## config.mk

```make
export PLATFORM = sky130hd
export DESIGN_NAME = decode_stage
export DESIGN_NICKNAME = d
export VERILOG_FILES = /design/src/rtl/riscv_pkg.sv /design/src/rtl/decode_stage_imm_gen.sv /design/src/rtl/decode_stage.sv
export SDC_FILE = /design/constraint.sdc
export NUM_CORES = 1
export LEC_CHECK = 0
export CAP_MARGIN = 20
export CORE_MARGIN = 3
export CORE_UTILIZATION = 46
export DETAILED_ROUTE_END_ITERATION = 10
export GPL_TIMING_DRIVEN = 0
export PLACE_DENSITY = 0.87
export SYNTH_ARGS = -nofsm -noshare
export SYNTH_HDL_FRONTEND = slang
export SYNTH_SLANG_ARGS = --single-unit
```

## constraint.sdc

```tcl
create_clock -name clk -period 2.6 [get_ports clk]
set_input_delay 0.52 -clock clk [delete_from_list [all_inputs] [get_ports clk]]
set_output_delay 0.52 -clock clk [all_outputs]
set_load 0.01 [all_outputs]
```

## src/rtl/riscv_pkg.sv

```systemverilog
// Shared RV32I constants: ALU select codes (also used by the ALU), opcodes, funct7 values.
package riscv_pkg;

    localparam int WORD_SIZE_DEFAULT  = 32;
    localparam int REG_ADDR_W_DEFAULT = 5;

    typedef enum logic [3:0] {
        ALU_NOP  = 4'h0,
        ALU_ADD  = 4'h1,
        ALU_SUB  = 4'h2,
        ALU_XOR  = 4'h3,
        ALU_OR   = 4'h4,
        ALU_AND  = 4'h5,
        ALU_SLL  = 4'h6,
        ALU_SRL  = 4'h7,
        ALU_SRA  = 4'h8,
        ALU_SLT  = 4'h9,
        ALU_SLTU = 4'hA
    } alu_sel_e;

    localparam logic [6:0] OPC_OP     = 7'b0110011;
    localparam logic [6:0] OPC_OP_IMM = 7'b0010011;
    localparam logic [6:0] OPC_LUI    = 7'b0110111;
    localparam logic [6:0] OPC_AUIPC  = 7'b0010111;
    localparam logic [6:0] OPC_LOAD   = 7'b0000011;
    localparam logic [6:0] OPC_STORE  = 7'b0100011;

    localparam logic [6:0] F7_ZERO = 7'h00;
    localparam logic [6:0] F7_ALT  = 7'h20;

endpackage

```

## src/rtl/decode_stage_imm_gen.sv

```systemverilog
// Combinational I/S/U immediate generator; the format is chosen from the opcode field.
module imm_gen
    import riscv_pkg::*;
#(
    parameter int WORD_SIZE = WORD_SIZE_DEFAULT
) (
    input  logic [31:0]          instr_i,
    output logic [WORD_SIZE-1:0] imm_o
);

    logic signed [31:0] imm32;

    always_comb begin
        imm32 = '0;
        case (instr_i[6:0])
            OPC_OP_IMM,
            OPC_LOAD:   imm32 = {{20{instr_i[31]}}, instr_i[31:20]};
            OPC_STORE:  imm32 = {{20{instr_i[31]}}, instr_i[31:25], instr_i[11:7]};
            OPC_LUI,
            OPC_AUIPC:  imm32 = {instr_i[31:12], 12'b0};
            default:    imm32 = '0;
        endcase
    end

    assign imm_o = WORD_SIZE'(imm32);

endmodule

```

## src/rtl/decode_stage.sv

```systemverilog
// RV32I decode stage: decodes one instruction per transfer, reads the regfile combinationally
// and registers ALU operands plus writeback control behind a valid/ready handshake.
module decode_stage
    import riscv_pkg::*;
#(
    parameter int WORD_SIZE  = WORD_SIZE_DEFAULT,
    parameter int REG_ADDR_W = REG_ADDR_W_DEFAULT
) (
    input  logic                  clk,
    input  logic                  rst_n,
    input  logic                  flush,
    input  logic                  in_valid,
    output logic                  in_ready,
    input  logic [WORD_SIZE-1:0]  in_instr,
    input  logic [WORD_SIZE-1:0]  in_pc,
    output logic [REG_ADDR_W-1:0] rs1_addr,
    output logic [REG_ADDR_W-1:0] rs2_addr,
    input  logic [WORD_SIZE-1:0]  rs1_data,
    input  logic [WORD_SIZE-1:0]  rs2_data,
    output logic                  out_valid,
    input  logic                  out_ready,
    output logic [3:0]            alu_sel,
    output logic [WORD_SIZE-1:0]  arg_a,
    output logic [WORD_SIZE-1:0]  arg_b,
    output logic [REG_ADDR_W-1:0] rd_addr,
    output logic                  rd_we,
    output logic                  is_load,
    output logic                  is_store,
    output logic [WORD_SIZE-1:0]  store_data,
    output logic                  illegal
);

    logic [6:0] opcode;
    logic [2:0] funct3;
    logic [6:0] funct7;
    logic [4:0] rd_field;
    logic [WORD_SIZE-1:0] imm;
    logic [WORD_SIZE-1:0] shamt;
    logic accept;

    alu_sel_e              alu_sel_d,    alu_sel_q;
    logic [WORD_SIZE-1:0]  arg_a_d,      arg_a_q;
    logic [WORD_SIZE-1:0]  arg_b_d,      arg_b_q;
    logic [REG_ADDR_W-1:0] rd_addr_d,    rd_addr_q;
    logic                  rd_we_d,      rd_we_q;
    logic                  is_load_d,    is_load_q;
    logic                  is_store_d,   is_store_q;
    logic [WORD_SIZE-1:0]  store_data_d, store_data_q;
    logic                  illegal_d,    illegal_q;
    logic                  out_valid_q;

    assign opcode   = in_instr[6:0];
    assign funct3   = in_instr[14:12];
    assign funct7   = in_instr[31:25];
    assign rd_field = in_instr[11:7];
    assign shamt    = {{(WORD_SIZE-5){1'b0}}, in_instr[24:20]};

    assign rs1_addr = REG_ADDR_W'(in_instr[19:15]);
    assign rs2_addr = REG_ADDR_W'(in_instr[24:20]);

    assign in_ready = !out_valid_q || out_ready;
    assign accept   = in_valid && in_ready && !flush;

    imm_gen #(
        .WORD_SIZE (WORD_SIZE)
    ) u_imm_gen (
        .instr_i (in_instr[31:0]),
        .imm_o   (imm)
    );

    always_comb begin
        alu_sel_d    = ALU_NOP;
        arg_a_d      = '0;
        arg_b_d      = '0;
        rd_addr_d    = REG_ADDR_W'(rd_field);
        rd_we_d      = 1'b0;
        is_load_d    = 1'b0;
        is_store_d   = 1'b0;
        store_data_d = '0;
        illegal_d    = 1'b0;

        case (opcode)
            OPC_OP: begin
                arg_a_d = rs1_data;
                arg_b_d = rs2_data;
                if (funct7 == F7_ZERO) begin
                    case (funct3)
                        3'b000:  alu_sel_d = ALU_ADD;
                        3'b001:  alu_sel_d = ALU_SLL;
                        3'b010:  alu_sel_d = ALU_SLT;
                        3'b011:  alu_sel_d = ALU_SLTU;
                        3'b100:  alu_sel_d = ALU_XOR;
                        3'b101:  alu_sel_d = ALU_SRL;
                        3'b110:  alu_sel_d = ALU_OR;
                        default: alu_sel_d = ALU_AND;
                    endcase
                end else if (funct7 == F7_ALT && funct3 == 3'b000) begin
                    alu_sel_d = ALU_SUB;
                end else if (funct7 == F7_ALT && funct3 == 3'b101) begin
                    alu_sel_d = ALU_SRA;
                end else begin
                    illegal_d = 1'b1;
                end
            end
            OPC_OP_IMM: begin
                arg_a_d = rs1_data;
                arg_b_d = imm;
                case (funct3)
                    3'b000:  alu_sel_d = ALU_ADD;
                    3'b010:  alu_sel_d = ALU_SLT;
                    3'b011:  alu_sel_d = ALU_SLTU;
                    3'b100:  alu_sel_d = ALU_XOR;
                    3'b110:  alu_sel_d = ALU_OR;
                    3'b111:  alu_sel_d = ALU_AND;
                    3'b001: begin
                        arg_b_d = shamt;
                        if (funct7 == F7_ZERO) alu_sel_d = ALU_SLL;
                        else                   illegal_d = 1'b1;
                    end
                    default: begin
                        arg_b_d = shamt;
                        if (funct7 == F7_ZERO)     alu_sel_d = ALU_SRL;
                        else if (funct7 == F7_ALT) alu_sel_d = ALU_SRA;
                        else                       illegal_d = 1'b1;
                    end
                endcase
            end
            OPC_LUI: begin
                alu_sel_d = ALU_ADD;
                arg_b_d   = imm;
            end
            OPC_AUIPC: begin
                alu_sel_d = ALU_ADD;
                arg_a_d   = in_pc;
                arg_b_d   = imm;
            end
            OPC_LOAD: begin
                alu_sel_d = ALU_ADD;
                arg_a_d   = rs1_data;
                arg_b_d   = imm;
                is_load_d = 1'b1;
            end
            OPC_STORE: begin
                alu_sel_d    = ALU_ADD;
                arg_a_d      = rs1_data;
                arg_b_d      = imm;
                is_store_d   = 1'b1;
                store_data_d = rs2_data;
                rd_addr_d    = '0;
            end
            default: illegal_d = 1'b1;
        endcase

        // Illegal encodings still travel down the pipe, but with a neutral payload.
        if (illegal_d) begin
            alu_sel_d    = ALU_NOP;
            arg_a_d      = '0;
            arg_b_d      = '0;
            rd_addr_d    = '0;
            is_load_d    = 1'b0;
            is_store_d   = 1'b0;
            store_data_d = '0;
        end

        rd_we_d = !illegal_d && !is_store_d && (rd_field != 5'd0);
    end

    always_ff @(posedge clk or negedge rst_n) begin
        if (!rst_n) begin
            out_valid_q  <= 1'b0;
            alu_sel_q    <= ALU_NOP;
            arg_a_q      <= '0;
            arg_b_q      <= '0;
            rd_addr_q    <= '0;
            rd_we_q      <= 1'b0;
            is_load_q    <= 1'b0;
            is_store_q   <= 1'b0;
            store_data_q <= '0;
            illegal_q    <= 1'b0;
        end else if (flush) begin
            out_valid_q <= 1'b0;
        end else if (accept) begin
            out_valid_q  <= 1'b1;
            alu_sel_q    <= alu_sel_d;
            arg_a_q      <= arg_a_d;
            arg_b_q      <= arg_b_d;
            rd_addr_q    <= rd_addr_d;
            rd_we_q      <= rd_we_d;
            is_load_q    <= is_load_d;
            is_store_q   <= is_store_d;
            store_data_q <= store_data_d;
            illegal_q    <= illegal_d;
        end else if (out_ready) begin
            out_valid_q <= 1'b0;
        end
    end

    assign out_valid  = out_valid_q;
    assign alu_sel    = alu_sel_q;
    assign arg_a      = arg_a_q;
    assign arg_b      = arg_b_q;
    assign rd_addr    = rd_addr_q;
    assign rd_we      = rd_we_q;
    assign is_load    = is_load_q;
    assign is_store   = is_store_q;
    assign store_data = store_data_q;
    assign illegal    = illegal_q;

endmodule

```

# Word level (Yosys, flattened, before mapping)
# Index checks and enable logic that the tools add are counted.
[op_classes] eq_ne=14 reduce_logical=21 muxes=35 n_bitwise=1
[ops] operator="$pmux W32 S3" count=2
[ops] operator="$mux W32" count=5
[ops] operator="$pmux W32 S2" count=1
[ops] operator="$pmux W4 S7" count=2
[ops] operator="$eq A7 B6 Y1 const B" count=4
[ops] operator="$mux W4" count=6
[ops] operator="$eq A7 B5 Y1 const B" count=2
[ops] operator="$mux W1" count=13
[ops] operator="$eq A3 B3 Y1 const B" count=4
[ops] operator="$pmux W4 S3" count=1
[ops] operator="$mux W5" count=2
[ops] operator="$reduce_or A4 Y1" count=2
[ops] operator="$eq A7 B2 Y1 const B" count=1
[ops] operator="$logic_not A7 Y1" count=1
[ops] operator="$eq A3 B2 Y1 const B" count=2
[ops] operator="$logic_and A1 B1 Y1" count=6
[ops] operator="$reduce_or A6 Y1" count=1
[ops] operator="$reduce_bool A5 Y1" count=1
[ops] operator="$logic_not A1 Y1" count=4
[ops] operator="$reduce_or A2 Y1" count=2
[ops] operator="$eq A3 B1 Y1 const B" count=1
[ops] operator="$logic_not A3 Y1" count=1
[ops] operator="$mux W3" count=1
[ops] operator="$pmux W1 S3" count=1
[ops] operator="5 further kinds" count=5
[totals] elab_cells=81 regBits=110 out_inout_bits=121 input_bits=133

# Depth between registers and ports, before layout
[depth] depth_word=10 ltp_mapped=8 depth_no_buf=5

# Cells and area by module
# Synthesis repeated with hierarchy kept, for this count alone.
[hier_totals] cells_unflattened=641 hier_area_um2=5835.6
[by_module_without_submodules] mod="decode_stage" cells_each=586 seq_area_each_um2=2752.6 area_each_um2=5432.7 n_inst=1
[by_module_without_submodules] mod="imm_gen" cells_each=55 seq_area_each_um2=0.0 area_each_um2=402.9 n_inst=1

# Least setup slack after synthesis
# Ideal clock, no wire load.
[synth_path] kind="in2reg" from="input port in_instr[14]" to="register arg_a_q[0], in the netlist arg_a[0]" path_buffers=2 t_arrival_ns=1.734 setup_time_ns=0.140 cell_stages=7 slack_ns=0.727 path_cell_list="buf_2 xor2_1 o21ai_0 and3_1 o31ai_4 buf_2 o31ai_1"
[synth_between] elab_chain_len=7 word_cells_on_any_way=17 classes_between="eq/ne: 7; mux: 6; reduce/logical: 4"
[synth_lines] element="start: declaration" line_no="decode_stage.sv:14" text="input logic [WORD_SIZE-1:0] in_instr,"
[synth_lines] element="$eq A3 B3 Y1" line_no="decode_stage.sv:99" text="end else if (funct7 == F7_ALT && funct3 == 3'b101) begin"
[synth_lines] element="$logic_and A1 B1 Y1" line_no="decode_stage.sv:99"
[synth_lines] element="$mux W1" line_no="decode_stage.sv:99"
[synth_lines] element="$mux W1" line_no="decode_stage.sv:97" text="end else if (funct7 == F7_ALT && funct3 == 3'b000) begin"
[synth_lines] element="$mux W1" line_no="decode_stage.sv:86" text="if (funct7 == F7_ZERO) begin"
[synth_lines] element="$pmux W1 S3 (*)" line_no="decode_stage.sv:82" text="case (opcode)"
[synth_lines] element="$mux W32 (*)" line_no="decode_stage.sv:155" text="if (illegal_d) begin"
[synth_lines] element="end signal: assignment" line_no="decode_stage.sv:185" text="arg_a_q <= arg_a_d;"
[synth_lines] element="end: declaration" line_no="decode_stage.sv:42" text="logic [WORD_SIZE-1:0] arg_a_d, arg_a_q;"
# Every way passes the cells marked *; elsewhere a longest branch is shown, timed or not.
# A chain may end at the register's enable or synchronous reset.

# Final worst setup path
[layout_path] from="input port in_instr[6]" to="register store_data_q[28], in the netlist store_data[28]"
[layout_between] elab_chain_len=4 word_cells_on_any_way=10 classes_between="eq/ne: 6; mux: 3; reduce/logical: 1"
[layout_lines] element="$eq A7 B2 Y1, or another cell as far along" line_no="decode_stage.sv:82"
[layout_lines] element="$reduce_or A4 Y1 (no line)"
[layout_lines] element="$pmux W1 S3" line_no="decode_stage.sv:82"
[layout_lines] element="$mux W32 (*)" line_no="decode_stage.sv:155"
[layout_lines] element="end signal: assignment" line_no="decode_stage.sv:191" text="store_data_q <= store_data_d;"
[layout_lines] element="end: declaration" line_no="decode_stage.sv:48" text="logic [WORD_SIZE-1:0] store_data_d, store_data_q;"
# Marked as above.

==> impl_results.md <==
- First-pass GRT wire length: around 33,000 um
- Total CTS buffers: 9
- Setup TNS: 0 ps
- FF+latch count, synth: 110
- Total Routing Usage GR: 29.6%
- CP max FO: 10
- ANT nets after route: 0
- DP Cell Count: approximately 1.1k
- H-tree levels: 3
- Routed wire per std cell: 19.0 um
- Top cells by count, synth: nand2_1 (149), dfrtp_1 (110), o21ai_0 (86)
- Initial DRC count: around 520
- Vias in the first global route: between 6k and 7k
- CTS tree: done
- Post-Syn Area: between 5000 and 6000 sq um
- Routed WL: ~21,000 um
- Synth top area cells: dfrtp_1 (48%), nand2_1 (9.8%), o21ai_0 (7.5%), o31ai_1 (5.6%), a22oi_1 (5.1%)
- Required @ worst endpoint: 2860 ps
- Via count: ~6.2k
- Starting Density: between 40% and 50%
- Final HPWL DP: approximately 16,000 um
- Syn_nets: a little under 800
- Max-slew violation count: 0
- Cells after synthesis: about 660
- Core footprint: between 10,000 and 15,000 sq um
- Root Buffer Master: clkbuf_16
- EDFF count, synth: 0
- CP Class: input port to flop
- Register area share after synthesis: 48.1%
- PwrDens: between 400 and 500 nW/um^2
- Cell with the most instances after synthesis: nand2_1
- Arrival @ worst endpoint: around 2700 ps
- Total Power: roughly 3.8 mW
- Post-route cell area: 8780 sq um
- Skew final: ~7.8 ps
- Max Freq: 409 MHz
- Pin count of the biggest net entering global routing: ~70
- Critical path capture point type: flop
- Worst slew pin tran: 790 ps
- Post-synth top area share: between 40% and 50%
- Largest area contributor in the netlist: dfrtp_1
- Final Setup Violations: 0
- Initial antenna violation count: 0
- Chip height: approximately 120 um
- Synth-to-Final Area Change: 53.6%
- Post-CTS Hold Fix Bufs: 0
- Worst skew pair latency: 350 ps
- Final period util: 94.0%
- Fin. Hold Viols: 0
- Nets: about 1.1k
- Worst hold path type: input port to async pin
- Drt via density: approximately 5.6
- Antenna diodes: 0
- Post-synthesis area per instance: just under 9 sq um
- Num Clock Sinks: 110
- Area post-placement: 8460 sq um
- Share of layout cells above drive strength 1: 6.47%
- CTS clock-pin slew for the worst setup and hold paths: roughly 80 ps
- GR Overflow Total: 0
- Top FF cell, synth: dfrtp_1
- Port Buffers: 250
- Worst vdd ir: around 0.28 mV
- Filler cells: 935
- Unrepaired setup endpoints after global routing: true
- Residual DRC: 0
- Die footprint: ~14,000 sq um
- Post-synth cell types: between 40 and 50
- Status: complete, no violations
- Final RePlAce weighted congestion: 0.880
- FP Rows: 40
- Max-cap violation count: 0
- Normalized max-slew margin: 46.8%
- Leak: between 3 and 4 nW
- Shortest period the worst path allows: ~2400 ps
- Startpoint Class: input port
- Longest Clk Path Bufs: 2
- Asr flop ratio synth: 100%
- Fin cells: 1,096
- IO Pins: about 250
- Die Span X: 118 um
- YS warnings: 0
- Pre-Repair DR Iteration Count: 5
state kept, by name, indices dropped and copies added (netlist names), 4 cells and up:
signal      flops
store_data     32
alu_sel         4
rd_addr         5
arg_a          32
arg_b          32
cell families after synthesis:
logic type | after synthesis | share of synthesized area, %
muxes | 7 | 1.27
AOI/OAI and AO/OA | 228 | 25.8
xor gates and xnor gates | 1 | 0.153
buffers and inverters | 90 | 7.09
and+or+nand+nor | 225 | 17.6
DFF | 110 | 48.1
layout make-up:
type / count / area, sq um / area share (%)
clock inverter: 7 / 95.1 / 1.08
multi-input combinational: 461 / 2570 / 29.2
sequential: 110 / 2750 / 31.3
timing repair buffer: 251 / 2530 / 28.8
tap: 168 / 210 / 2.39
inverter: 21 / 78.8 / 0.897
clock buffer: 9 / 225 / 2.56
buffer: 69 / 328 / 3.73
per-layer routing:
metal	up-vias	share of wire, %	global-route usage (%)
li1	2856	-	-
met1	2923	38	36.1
met2	331	50	51.4
met3	42	9.3	7.50
met4	0	2.8	9.89
met5	-	0	0
final timing paths:
check,from,endpoint,slack (ps),cells past startpoint
max,in_instr[6],store_data[28],160,7
min,rst_n,store_data[24],140,1
max reg2reg,out_valid,arg_b[5],350,5
min reg2reg,arg_a[18],arg_a[18],470,2
max in group asynchronous,rst_n,arg_a[18],1720,2
min in group clk,arg_a[18],arg_a[18],470,2
critical path: stages:
cell and delay [ps]:
clkdlybuf4s50_1 400, nand4bb_1 340, nor2_2 510, nand3_1 200, buf_2 230, clkbuf_1 250
o21ai_0 250
layout by cell type, fill, tap and decap left out, types with 15 or more instances in the layout:
| cell type | instances |
|---|---|
| a21oi_1 | 22 |
| nand3_1 | 26 |
| nor2b_1 | 24 |
| buf_2 | 15 |
| a22oi_1 | 39 |
| inv_1 | 21 |
| o21ai_0 | 86 |
| o22ai_1 | 19 |
| clkbuf_1 | 40 |
| clkdlybuf4s50_1 | 249 |
| nand2_1 | 149 |
| dfrtp_1 | 110 |
| o31ai_1 | 43 |
metrics by stage:
| step | util, % | hold slack [ps] | setup slack, ps |
|---|---|---|---|
| floorplan | - | 224 | 727 |
| global placement | 69.9 | 459 | -3200 |
| detailed placement | 70.1 | 464 | -476 |
| CTS | 72.8 | 164 | 20.7 |
| global route | 72.8 | 173 | -39.1 |
| finish | 72.8 | 144 | 157 |
power by group:
part	total, mW	switching (mW)	internal [mW]
combinational	0.585	0.298	0.288
sequential	1.72	0.00499	1.72
clock	1.45	0.684	0.769
what timing repair did:
action | CTS | global route
resized for setup | 1 | 3
endpoints found under the setup margin | 11 | 64
buffers inserted | 0 | 0
(Power assumes the default switching activity.)
